`config.mk`:
```
export PLATFORM = sky130hd
export DESIGN_NAME = gat_feat_reader
export DESIGN_NICKNAME = d
export VERILOG_FILES = /design/src/rtl/gat_pkg.sv /design/src/rtl/gat_sync_fifo.sv /design/src/rtl/gat_feat_reader.sv
export SDC_FILE = /design/constraint.sdc
export NUM_CORES = 1
export LEC_CHECK = 0
export ABC_AREA = 0
export BUFFER_PORTS_ARGS = -buffer_cell sky130_fd_sc_hd__buf_4
export CORE_MARGIN = 1.5
export CORE_UTILIZATION = 45
export CTS_CLUSTER_DIAMETER = 150
export DETAILED_ROUTE_END_ITERATION = 6
export GPL_TIMING_DRIVEN = 1
export SYNTH_ARGS = -nofsm -noshare
export SYNTH_HDL_FRONTEND = slang
export SYNTH_HIERARCHICAL = 1
export SYNTH_SLANG_ARGS = --single-unit
export TNS_END_PERCENT = 50
```
`constraint.sdc`:
```
create_clock -name clk -period 6.97 [get_ports clk]
set_input_delay 0 -clock clk [delete_from_list [all_inputs] [get_ports clk]]
set_output_delay 0 -clock clk [all_outputs]
set_load 0.005 [all_outputs]
```
`src/rtl/gat_pkg.sv`:
```
// ----------------------------------------------------------------------------
// gat_pkg
// Shared types and constants for the GAT feature read path.
//   feat_beat_t  : one stream beat (feature word plus node/frame end markers)
//   rd_state_e   : read-engine FSM states
//   ADDR_SHIFT   : word index to byte address shift (32-bit words)
// ----------------------------------------------------------------------------
package gat_pkg;

    localparam int FEAT_W     = 32;
    localparam int ADDR_SHIFT = 2;

    typedef enum logic [1:0] {
        ST_IDLE     = 2'd0,
        ST_WAIT_RDY = 2'd1,
        ST_READ     = 2'd2,
        ST_DRAIN    = 2'd3
    } rd_state_e;

    typedef struct packed {
        logic [FEAT_W-1:0] data;
        logic              node_last;
        logic              last;
    } feat_beat_t;

endpackage

```
`src/rtl/gat_sync_fifo.sv`:
```
// ----------------------------------------------------------------------------
// gat_sync_fifo
// Single-clock FIFO with occupancy count, for stream adapters.
// DEPTH must be a power of two (pointers wrap naturally).
// Ports:
//   clk, rst    : clock, synchronous active-high reset (pointers/count only)
//   push        : write push_data (ignored when full)
//   pop         : drop head entry (ignored when empty)
//   head_data   : current head entry
//   empty       : no entries held
//   count       : number of entries held (0..DEPTH)
// ----------------------------------------------------------------------------
module gat_sync_fifo #(
    parameter int WIDTH = 34,
    parameter int DEPTH = 4
) (
    input  logic                     clk,
    input  logic                     rst,
    input  logic                     push,
    input  logic [WIDTH-1:0]         push_data,
    input  logic                     pop,
    output logic [WIDTH-1:0]         head_data,
    output logic                     empty,
    output logic [$clog2(DEPTH):0]   count
);

    localparam int PTR_W = $clog2(DEPTH);
    localparam int CNT_W = PTR_W + 1;

    logic [WIDTH-1:0] mem [DEPTH];
    logic [PTR_W-1:0] wr_ptr_q;
    logic [PTR_W-1:0] rd_ptr_q;
    logic [CNT_W-1:0] count_q;
    logic             do_push;
    logic             do_pop;

    assign do_push   = push & (count_q != CNT_W'(DEPTH));
    assign do_pop    = pop & (count_q != '0);
    assign empty     = (count_q == '0);
    assign count     = count_q;
    assign head_data = mem[rd_ptr_q];

    always_ff @(posedge clk) begin
        if (rst) begin
            wr_ptr_q <= '0;
            rd_ptr_q <= '0;
            count_q  <= '0;
        end else begin
            if (do_push) wr_ptr_q <= wr_ptr_q + PTR_W'(1);
            if (do_pop)  rd_ptr_q <= rd_ptr_q + PTR_W'(1);
            count_q <= count_q + CNT_W'(do_push) - CNT_W'(do_pop);
        end
    end

    // Storage carries data only; validity is tracked by the pointers.
    always_ff @(posedge clk) begin
        if (do_push) mem[wr_ptr_q] <= push_data;
    end

endmodule

```
`src/rtl/gat_feat_reader.sv`:
```
// ----------------------------------------------------------------------------
// gat_feat_reader
// Sweeps the new-feature BRAM once per start request and streams every word
// out on a valid/ready master, tagging the last word of each node and of the
// frame. BRAM read latency is absorbed by a credit-limited skid FIFO.
// Ports:
//   clk, rst          : clock, synchronous active-high reset
//   start             : one-cycle frame request (ignored while busy)
//   gat_ready         : core level, features readable while high
//   busy / done       : frame in progress / one-cycle completion pulse
//   feat_bram_enb     : BRAM read enable
//   feat_bram_addrb   : BRAM byte address (word index << 2)
//   feat_bram_dout    : BRAM read data, RD_LATENCY cycles after enb
//   m_tdata/m_tvalid/m_tready/m_tnode_last/m_tlast : output stream
// ----------------------------------------------------------------------------
module gat_feat_reader
    import gat_pkg::*;
#(
    parameter int NEW_FEATURE_WIDTH  = 32,
    parameter int NUM_SUBGRAPHS      = 2708,
    parameter int NUM_FEATURE_OUT    = 16,
    parameter int NEW_FEATURE_DEPTH  = NUM_SUBGRAPHS * NUM_FEATURE_OUT,
    parameter int NEW_FEATURE_ADDR_W = $clog2(NEW_FEATURE_DEPTH),
    parameter int RD_LATENCY         = 2,
    parameter int FIFO_DEPTH         = 4
) (
    input  logic                            clk,
    input  logic                            rst,
    input  logic                            start,
    input  logic                            gat_ready,
    output logic                            busy,
    output logic                            done,
    output logic                            feat_bram_enb,
    output logic [NEW_FEATURE_ADDR_W+1:0]   feat_bram_addrb,
    input  logic [NEW_FEATURE_WIDTH-1:0]    feat_bram_dout,
    output logic [NEW_FEATURE_WIDTH-1:0]    m_tdata,
    output logic                            m_tvalid,
    input  logic                            m_tready,
    output logic                            m_tnode_last,
    output logic                            m_tlast
);

    localparam int NODE_W = (NUM_FEATURE_OUT > 1) ? $clog2(NUM_FEATURE_OUT) : 1;
    localparam int CNT_W  = $clog2(FIFO_DEPTH) + 1;
    localparam int SUM_W  = CNT_W + 1;
    localparam int BEAT_W = $bits(feat_beat_t);

    rd_state_e                    state_q;
    rd_state_e                    state_d;
    logic [NEW_FEATURE_ADDR_W-1:0] issue_idx_q;
    logic [NODE_W-1:0]            node_cnt_q;
    logic [RD_LATENCY-1:0]        enb_pipe_q;
    logic [RD_LATENCY-1:0]        node_last_pipe_q;
    logic [RD_LATENCY-1:0]        last_pipe_q;
    logic                         done_q;

    logic                         enb;
    logic                         issue_node_last;
    logic                         issue_last;
    logic [CNT_W-1:0]             outstanding;
    logic [CNT_W-1:0]             fifo_count;
    logic [SUM_W-1:0]             credit_sum;
    logic                         credit_ok;
    logic                         fifo_empty;
    logic                         hs;
    feat_beat_t                   push_beat;
    feat_beat_t                   head_beat;

    assign issue_last      = (issue_idx_q == NEW_FEATURE_ADDR_W'(NEW_FEATURE_DEPTH - 1));
    assign issue_node_last = (node_cnt_q == NODE_W'(NUM_FEATURE_OUT - 1));

    // Credit uses only registered occupancy: a slot freed by this cycle's
    // handshake becomes usable one cycle later.
    always_comb begin
        outstanding = '0;
        for (int i = 0; i < RD_LATENCY; i++) begin
            outstanding = outstanding + CNT_W'(enb_pipe_q[i]);
        end
    end

    assign credit_sum = SUM_W'(outstanding) + SUM_W'(fifo_count);
    assign credit_ok  = (credit_sum < SUM_W'(FIFO_DEPTH));
    assign hs         = ~fifo_empty & m_tready;

    always_comb begin
        state_d = state_q;
        enb     = 1'b0;
        case (state_q)
            ST_IDLE:     if (start) state_d = ST_WAIT_RDY;
            ST_WAIT_RDY: if (gat_ready) state_d = ST_READ;
            ST_READ: begin
                enb = gat_ready & credit_ok;
                if (enb && issue_last) state_d = ST_DRAIN;
            end
            ST_DRAIN:    if (hs && head_beat.last) state_d = ST_IDLE;
            default:     state_d = ST_IDLE;
        endcase
    end

    // Stage p0: issue side (FSM, counters, latency pipe occupancy)
    always_ff @(posedge clk) begin
        if (rst) begin
            state_q     <= ST_IDLE;
            issue_idx_q <= '0;
            node_cnt_q  <= '0;
            enb_pipe_q  <= '0;
            done_q      <= 1'b0;
        end else begin
            state_q    <= state_d;
            done_q     <= (state_q == ST_DRAIN) && hs && head_beat.last;
            enb_pipe_q <= (enb_pipe_q << 1) | RD_LATENCY'(enb);
            if (state_q == ST_IDLE && start) begin
                issue_idx_q <= '0;
                node_cnt_q  <= '0;
            end else if (enb) begin
                issue_idx_q <= issue_last ? '0 : issue_idx_q + NEW_FEATURE_ADDR_W'(1);
                node_cnt_q  <= issue_node_last ? '0 : node_cnt_q + NODE_W'(1);
            end
        end
    end

    // Stage p1..pN: tags travel alongside the read, qualified by enb_pipe_q
    always_ff @(posedge clk) begin
        node_last_pipe_q <= (node_last_pipe_q << 1) | RD_LATENCY'(issue_node_last);
        last_pipe_q      <= (last_pipe_q << 1) | RD_LATENCY'(issue_last);
    end

    always_comb begin
        push_beat.data      = feat_bram_dout;
        push_beat.node_last = node_last_pipe_q[RD_LATENCY-1];
        push_beat.last      = last_pipe_q[RD_LATENCY-1];
    end

    // Stage out: skid FIFO feeding the stream
    gat_sync_fifo #(
        .WIDTH (BEAT_W),
        .DEPTH (FIFO_DEPTH)
    ) u_fifo (
        .clk       (clk),
        .rst       (rst),
        .push      (enb_pipe_q[RD_LATENCY-1]),
        .push_data (push_beat),
        .pop       (hs),
        .head_data (head_beat),
        .empty     (fifo_empty),
        .count     (fifo_count)
    );

    assign feat_bram_enb   = enb;
    assign feat_bram_addrb = {issue_idx_q, {ADDR_SHIFT{1'b0}}};
    assign busy            = (state_q != ST_IDLE);
    assign done            = done_q;
    assign m_tvalid        = ~fifo_empty;
    // Head storage is not reset, so outputs are zeroed while nothing is valid.
    assign m_tdata         = fifo_empty ? '0 : head_beat.data;
    assign m_tnode_last    = ~fifo_empty & head_beat.node_last;
    assign m_tlast         = ~fifo_empty & head_beat.last;

endmodule

```
# After elaboration in Yosys (flattened, before gate mapping)
# Memory sizes are Yosys's and may differ from the RTL's. A register that Yosys moved wholly into a read port is not among the register bits.
# Cells that the tools add are included.
dict set report word_totals {
  ff_bits 36
  latchBits 0
  ram_bits 136
  mem_bits_ro 0
  out_inout_bits 56
  memories 1
}
# memory depth width read_ports rd_ports_with_merged_regs write_ports line_no
set mem_list {}
lappend mem_list {u_fifo.mem 4 34 1 1 1 gat_sync_fifo.sv:30} ;# logic [WIDTH-1:0] mem [DEPTH];
dict set report classes {
  addsub 8
  n_mul 0
  div 0
  order_cmp 1
  eq_ne 10
  shifts 0
  muxes 13
  n_bitwise 10
  reduce_logical 11
}
# op n
set ops {}
lappend ops {{$mux W32} 1}
lappend ops {{$add A16 B1 Y16 const B} 1}
lappend ops {{$eq A16 B16 Y1 const B} 1}
lappend ops {{$mux W16} 1}
lappend ops {{$mux W2} 6}
lappend ops {{$ne A2 B2 Y1 const B} 4}
lappend ops {{$pmux W2 S4} 1}
lappend ops {{$and A1 B1 Y1} 6}
lappend ops {{$or A2 B1 Y2} 3}
lappend ops {{$logic_and A1 B1 Y1} 5}
lappend ops {{$add A2 B1 Y2 const B} 2}
lappend ops {{$add A2 B3 Y4} 1}
lappend ops {{$add A4 B1 Y4 const B} 1}
lappend ops {{$eq A2 B2 Y1 const B} 2}
lappend ops {{$eq A4 B4 Y1 const B} 1}
lappend ops {{$lt A4 B3 Y1 const B} 1}
lappend ops {{$mux W4} 1}
lappend ops {{$reduce_and A4 Y1} 1}
lappend ops {{$add A3 B1 Y3} 1}
lappend ops {{$logic_not A3 Y1} 1}
lappend ops {{$mux W1} 3}
lappend ops {{$ne A3 B3 Y1 const B} 1}
lappend ops {{$reduce_bool A3 Y1} 1}
lappend ops {{$sub A3 B1 Y3} 1}
lappend ops {{6 further kinds} 6}

# Depth between registers and ports, before layout
dict set report depth {
  ltp_word 7
  mapped_depth 12
  ltp_nobuf 12
}

# Modules after synthesis
# Netlist, hierarchy kept.
# module instances cells_per_inst area_per_inst_um2 seq_area_each_um2
set modules_own_cells {}
lappend modules_own_cells {gat_sync_fifo 1 228 5420.2 4264.1}
lappend modules_own_cells {gat_feat_reader 1 203 1695.4 580.6}

# Least setup slack after synthesis
# Ideal clock, no wire load.
dict set report synth_path {
  path_kind {reg-to-reg}
  from {register u_fifo.count_q[1] (netlist: u_fifo/count[1])}
  to {register u_fifo.count_q[2] (netlist: u_fifo/count[2])}
  setup_ns 0.078
  t_arrival_ns 2.589
  path_slack_ns 4.303
  stages_incl_launch_ff 13
  n_path_buf 0
  period_less_slack_ns 2.667
  cell_sequence {dfxtp_1 nor3_1 nor2b_1 o31ai_1 inv_1 ha_1 inv_1 ha_1 inv_1 fa_1 xor2_1 and2_1 nor3_1}
}
dict set report synth_between {
  elab_chain_len 5
  word_cells_on_any_way 9
}
# item line_no
set synth_rtl {}
lappend synth_rtl {{from (decl)} gat_sync_fifo.sv:33} ;# logic [CNT_W-1:0] count_q;
lappend synth_rtl {{from (signal assigned)} gat_sync_fifo.sv:51} ;# count_q <= count_q + CNT_W'(do_push) - CNT_W'(do_pop);
lappend synth_rtl {{$logic_not A3 Y1} gat_sync_fifo.sv:39} ;# assign empty = (count_q == '0);
lappend synth_rtl {{named net fifo_empty} gat_feat_reader.sv:64} ;# logic fifo_empty;
lappend synth_rtl {{$not A1 Y1} gat_feat_reader.sv:83} ;# assign hs = ~fifo_empty & m_tready;
lappend synth_rtl {{$and A1 B1 Y1} gat_feat_reader.sv:83}
lappend synth_rtl {{named net hs} gat_feat_reader.sv:65} ;# logic hs;
lappend synth_rtl {{$and A1 B1 Y1} gat_sync_fifo.sv:38} ;# assign do_pop = pop & (count_q != '0);
lappend synth_rtl {{named net u_fifo.do_pop} gat_sync_fifo.sv:35} ;# logic do_pop;
lappend synth_rtl {{$sub A3 B1 Y3} gat_sync_fifo.sv:51}
# The timed path passes the listed nets, and every way through them passes these cells.
# A chain may end at the register's enable or synchronous reset.

# Worst setup path in the final report
# Ends and elaborated chain as after synthesis.

==> results.yml <==
clock_tree:
  numCtsBuffers: 17
  clockBufferDepth: 2
  clk-insertion-delay-late_ps: 420
  clk_pin_slew_worst_paths_ps: 60
  htree_num_levels: 4
  cts.sinks: 174
  cts_setup_buffers: 0
  root_buffer: "clkbuf_16"
  cts_tree: "done"
yosys:
  synth_most_common_cell: "edfxtp_1"
  synth_top_area_share_pct: 57.4
  synth.avg_cell_area_sq_um: 16.5
  syn_inst: 431
  ys_ff_latch: 174
  mappedNetlistArea_sq_um: 7120
  synth_cell_types: 52
  synth-seq-area-share_pct: 68.1
  synth_area_leaders: "edfxtp_1, dfxtp_1, mux4_2"
  yosysTopAreaCell: "edfxtp_1"
  synth_ff_type: "edfxtp_1"
  yosys_warnings: 6
  synth_commonest_cells: "edfxtp_1, dfxtp_1, nor2b_1, mux4_2, a21oi_1"
  postSynth.asyncResetShare_pct: 0
  synth_edf_count: 136
finish:
  synthToLayoutAreaGrowth_pct: 25.2
  nets: 610
  diodes: 0
  layout-drive-gt1-share_pct: 28.9
  final_cells: 782
global_route:
  grt_pass1_wl_mm: 20.8
  antenna_found_initial: 0
  grt_usage_pct: 16.9
  grt-ovfl-total: 0
  grt_pass1_vias: 4106
  grt_max_degree: 40
worst_hold_path:
  whs_path_depth: 3
  hp-class: "primary input to flop"
worst_setup_path:
  cpMostUsedCell: "inv_1"
  crit_cells: 13
  reg2regPathDepth: 13
  cp-start-kind: "flop"
  critical_path.max_stage_delay_ps: 440
  crit_path_top_delay_cell: "buf_4"
  critPathBufInv: 4
  worstPathRequired_ps: 7310
  critPathMaxFanout: 39
  cp.arrival_ps: 3140
  critPathTopFamily: "adder cells"
  crit_chain: "nor3_2 -> buf_4 -> nor2b_1 -> o31ai_1 -> inv_1 -> ha_1 -> inv_1 -> ha_1 -> inv_1 -> fa_1 -> xor2_1 -> and2_1 -> nor3_1"
  end_kind: "flop"
  path_class: "flop to flop"
sta:
  rsz0062_at_grt: "false"
  setup_violations: 0
  max-slew-margin-rel_pct: 34.2
  skew_ps: 7.38
  fin_setup_tns_ps: 0
  fin_crit_ps: 2800
  fmax_ghz: 0.357
  hold_viol_final: 0
  min_period_over_period_pct: 40.1
  max_slew.worst_pin.slew_ps: 987
  maxSlewViolCount: 0
die:
  coreArea_sq_um: 15300
  rows: 45
  die_x_microns: 129
  die_h_microns: 129
  die_area_sq_um: 16600
  initial_utilization_pct: 46.5
  ios: 93
detailed_routing:
  routed_wl_mm: 13.2
  ant_nets: 0
  drt-vias-per-instance: 5.13
  wire_per_inst_microns: 16.9
  drt_iter0_drc: 185
  drtPass1Iterations: 4
  vias: 4014
  route.detailed.drc: 0
placement:
  dpl.hpwl_mm: 7.81
  io_buffers: 90
  dpl.cell_count: 716
  place_congestion: 0.746
pwr:
  clock_power_share_pct: 42.8
  leakage_nw: 3.08
  intPower_mw: 1.82
  power_frac_comb_pct: 6.8
  netSwitchingFraction_pct: 19.4
  p_switching_mw: 0.440
  p_seq_share_pct: 50.4
  vdd_drop_max_mv: 0.172
  powerDensity_nw_per_um2: 254
run_status:
  status: "finished, final reports clean"
job:
  maxCapViolCount: 0
## logic make-up (layout without fill, tap and decap cells)
kind of cell               after synthesis  count (layout)  share of synthesized area [%]
and+or+nand+nor                        115             115                           9.79
muxes                                   37              37                           11.4
xor gates and xnor gates                 3               3                          0.369
adders and majority gates               15              15                           2.74
other                                    1               2                         0.0527
DFF                                    174             174                           68.1
AOI/OAI and AO/OA                       50              50                           4.57
buffers and inverters                   36             175                           2.97
## layout by cell type, fill, tap and decap left out, types with 13 or more instances in the layout
cell type / instances
dlygate4sd3_1: 34
mux4_2: 30
clkbuf_16: 18
a21oi_1: 21
buf_4: 92
dfxtp_1: 36
inv_1: 17
ha_1: 14
nor2b_1: 37
edfxtp_1: 136
nand2_1: 13
## registers in the layout, indices dropped and copies added (netlist names), named ones only
signal and count:
u_fifo/wr_ptr_q 2, last_pipe_q 2, node_cnt_q 4, u_fifo/rd_ptr_q 2, node_last_pipe_q 2, u_fifo/mem 136
enb_pipe_q 2, done 1, state_q 2, u_fifo/count 3, issue_idx_q 16
## stage by stage
stage	power [mW]	area (sq um)	setup WS, ps	util (%)	hold WS (ps)
floorplan	1.24	7120	4300	-	71.6
global placement	1.30	7940	4300	51.8	200
detailed placement	1.31	7940	4180	51.8	204
CTS	2.29	8910	4130	58.2	51.1
global route	2.35	8910	3930	58.2	67.9
finish	2.26	8910	4170	58.2	58.7
## power by group through the flow
stage               Clock (mW)  Combinational, mW  Sequential [mW]
floorplan                    0             0.0833             1.16
global placement             0              0.139             1.16
detailed placement           0              0.142             1.16
CTS                      0.991              0.158             1.14
global route              1.03              0.174             1.14
finish                   0.968              0.155             1.14
## worst min-delay path, stage by stage
cell and delay [ps]:
buf_4 90, a21o_1 270, a21oi_1 70
## worst paths after layout
check        slack, ps             from         endpoint
max reg2reg       4170  u_fifo/count[1]  u_fifo/count[2]
min reg2reg        330   last_pipe_q[0]   last_pipe_q[1]
max               4170  u_fifo/count[1]  u_fifo/count[2]
min                 60            start    node_cnt_q[3]
## what timing repair did
item	4_1_cts	5_1_grt
endpoints found under the hold margin	140	0
gates resized for setup	0	0
hold buffers	34	0
## area by class of cell
type	instances	area, sq um
Clock inverter	4	70.1
Clock buffer	28	558
Fill cell	1241	6410
Inverter	17	63.8
Multi-Input combinational cell	222	2070
Sequential cell	174	4850
Timing Repair Buffer	126	1030
Tap cell	211	264
## layer usage
layer  track usage (%)  share of wire (%)  vias to the layer above
met3              4.70                5.2                       11
met2              28.9                 51                       99
met5                 0                  0                        -
met4              5.75               0.90                        0
met1              20.7                 43                     1990
li1                  -                  -                     1914
Power figures use the tool's default switching activity.
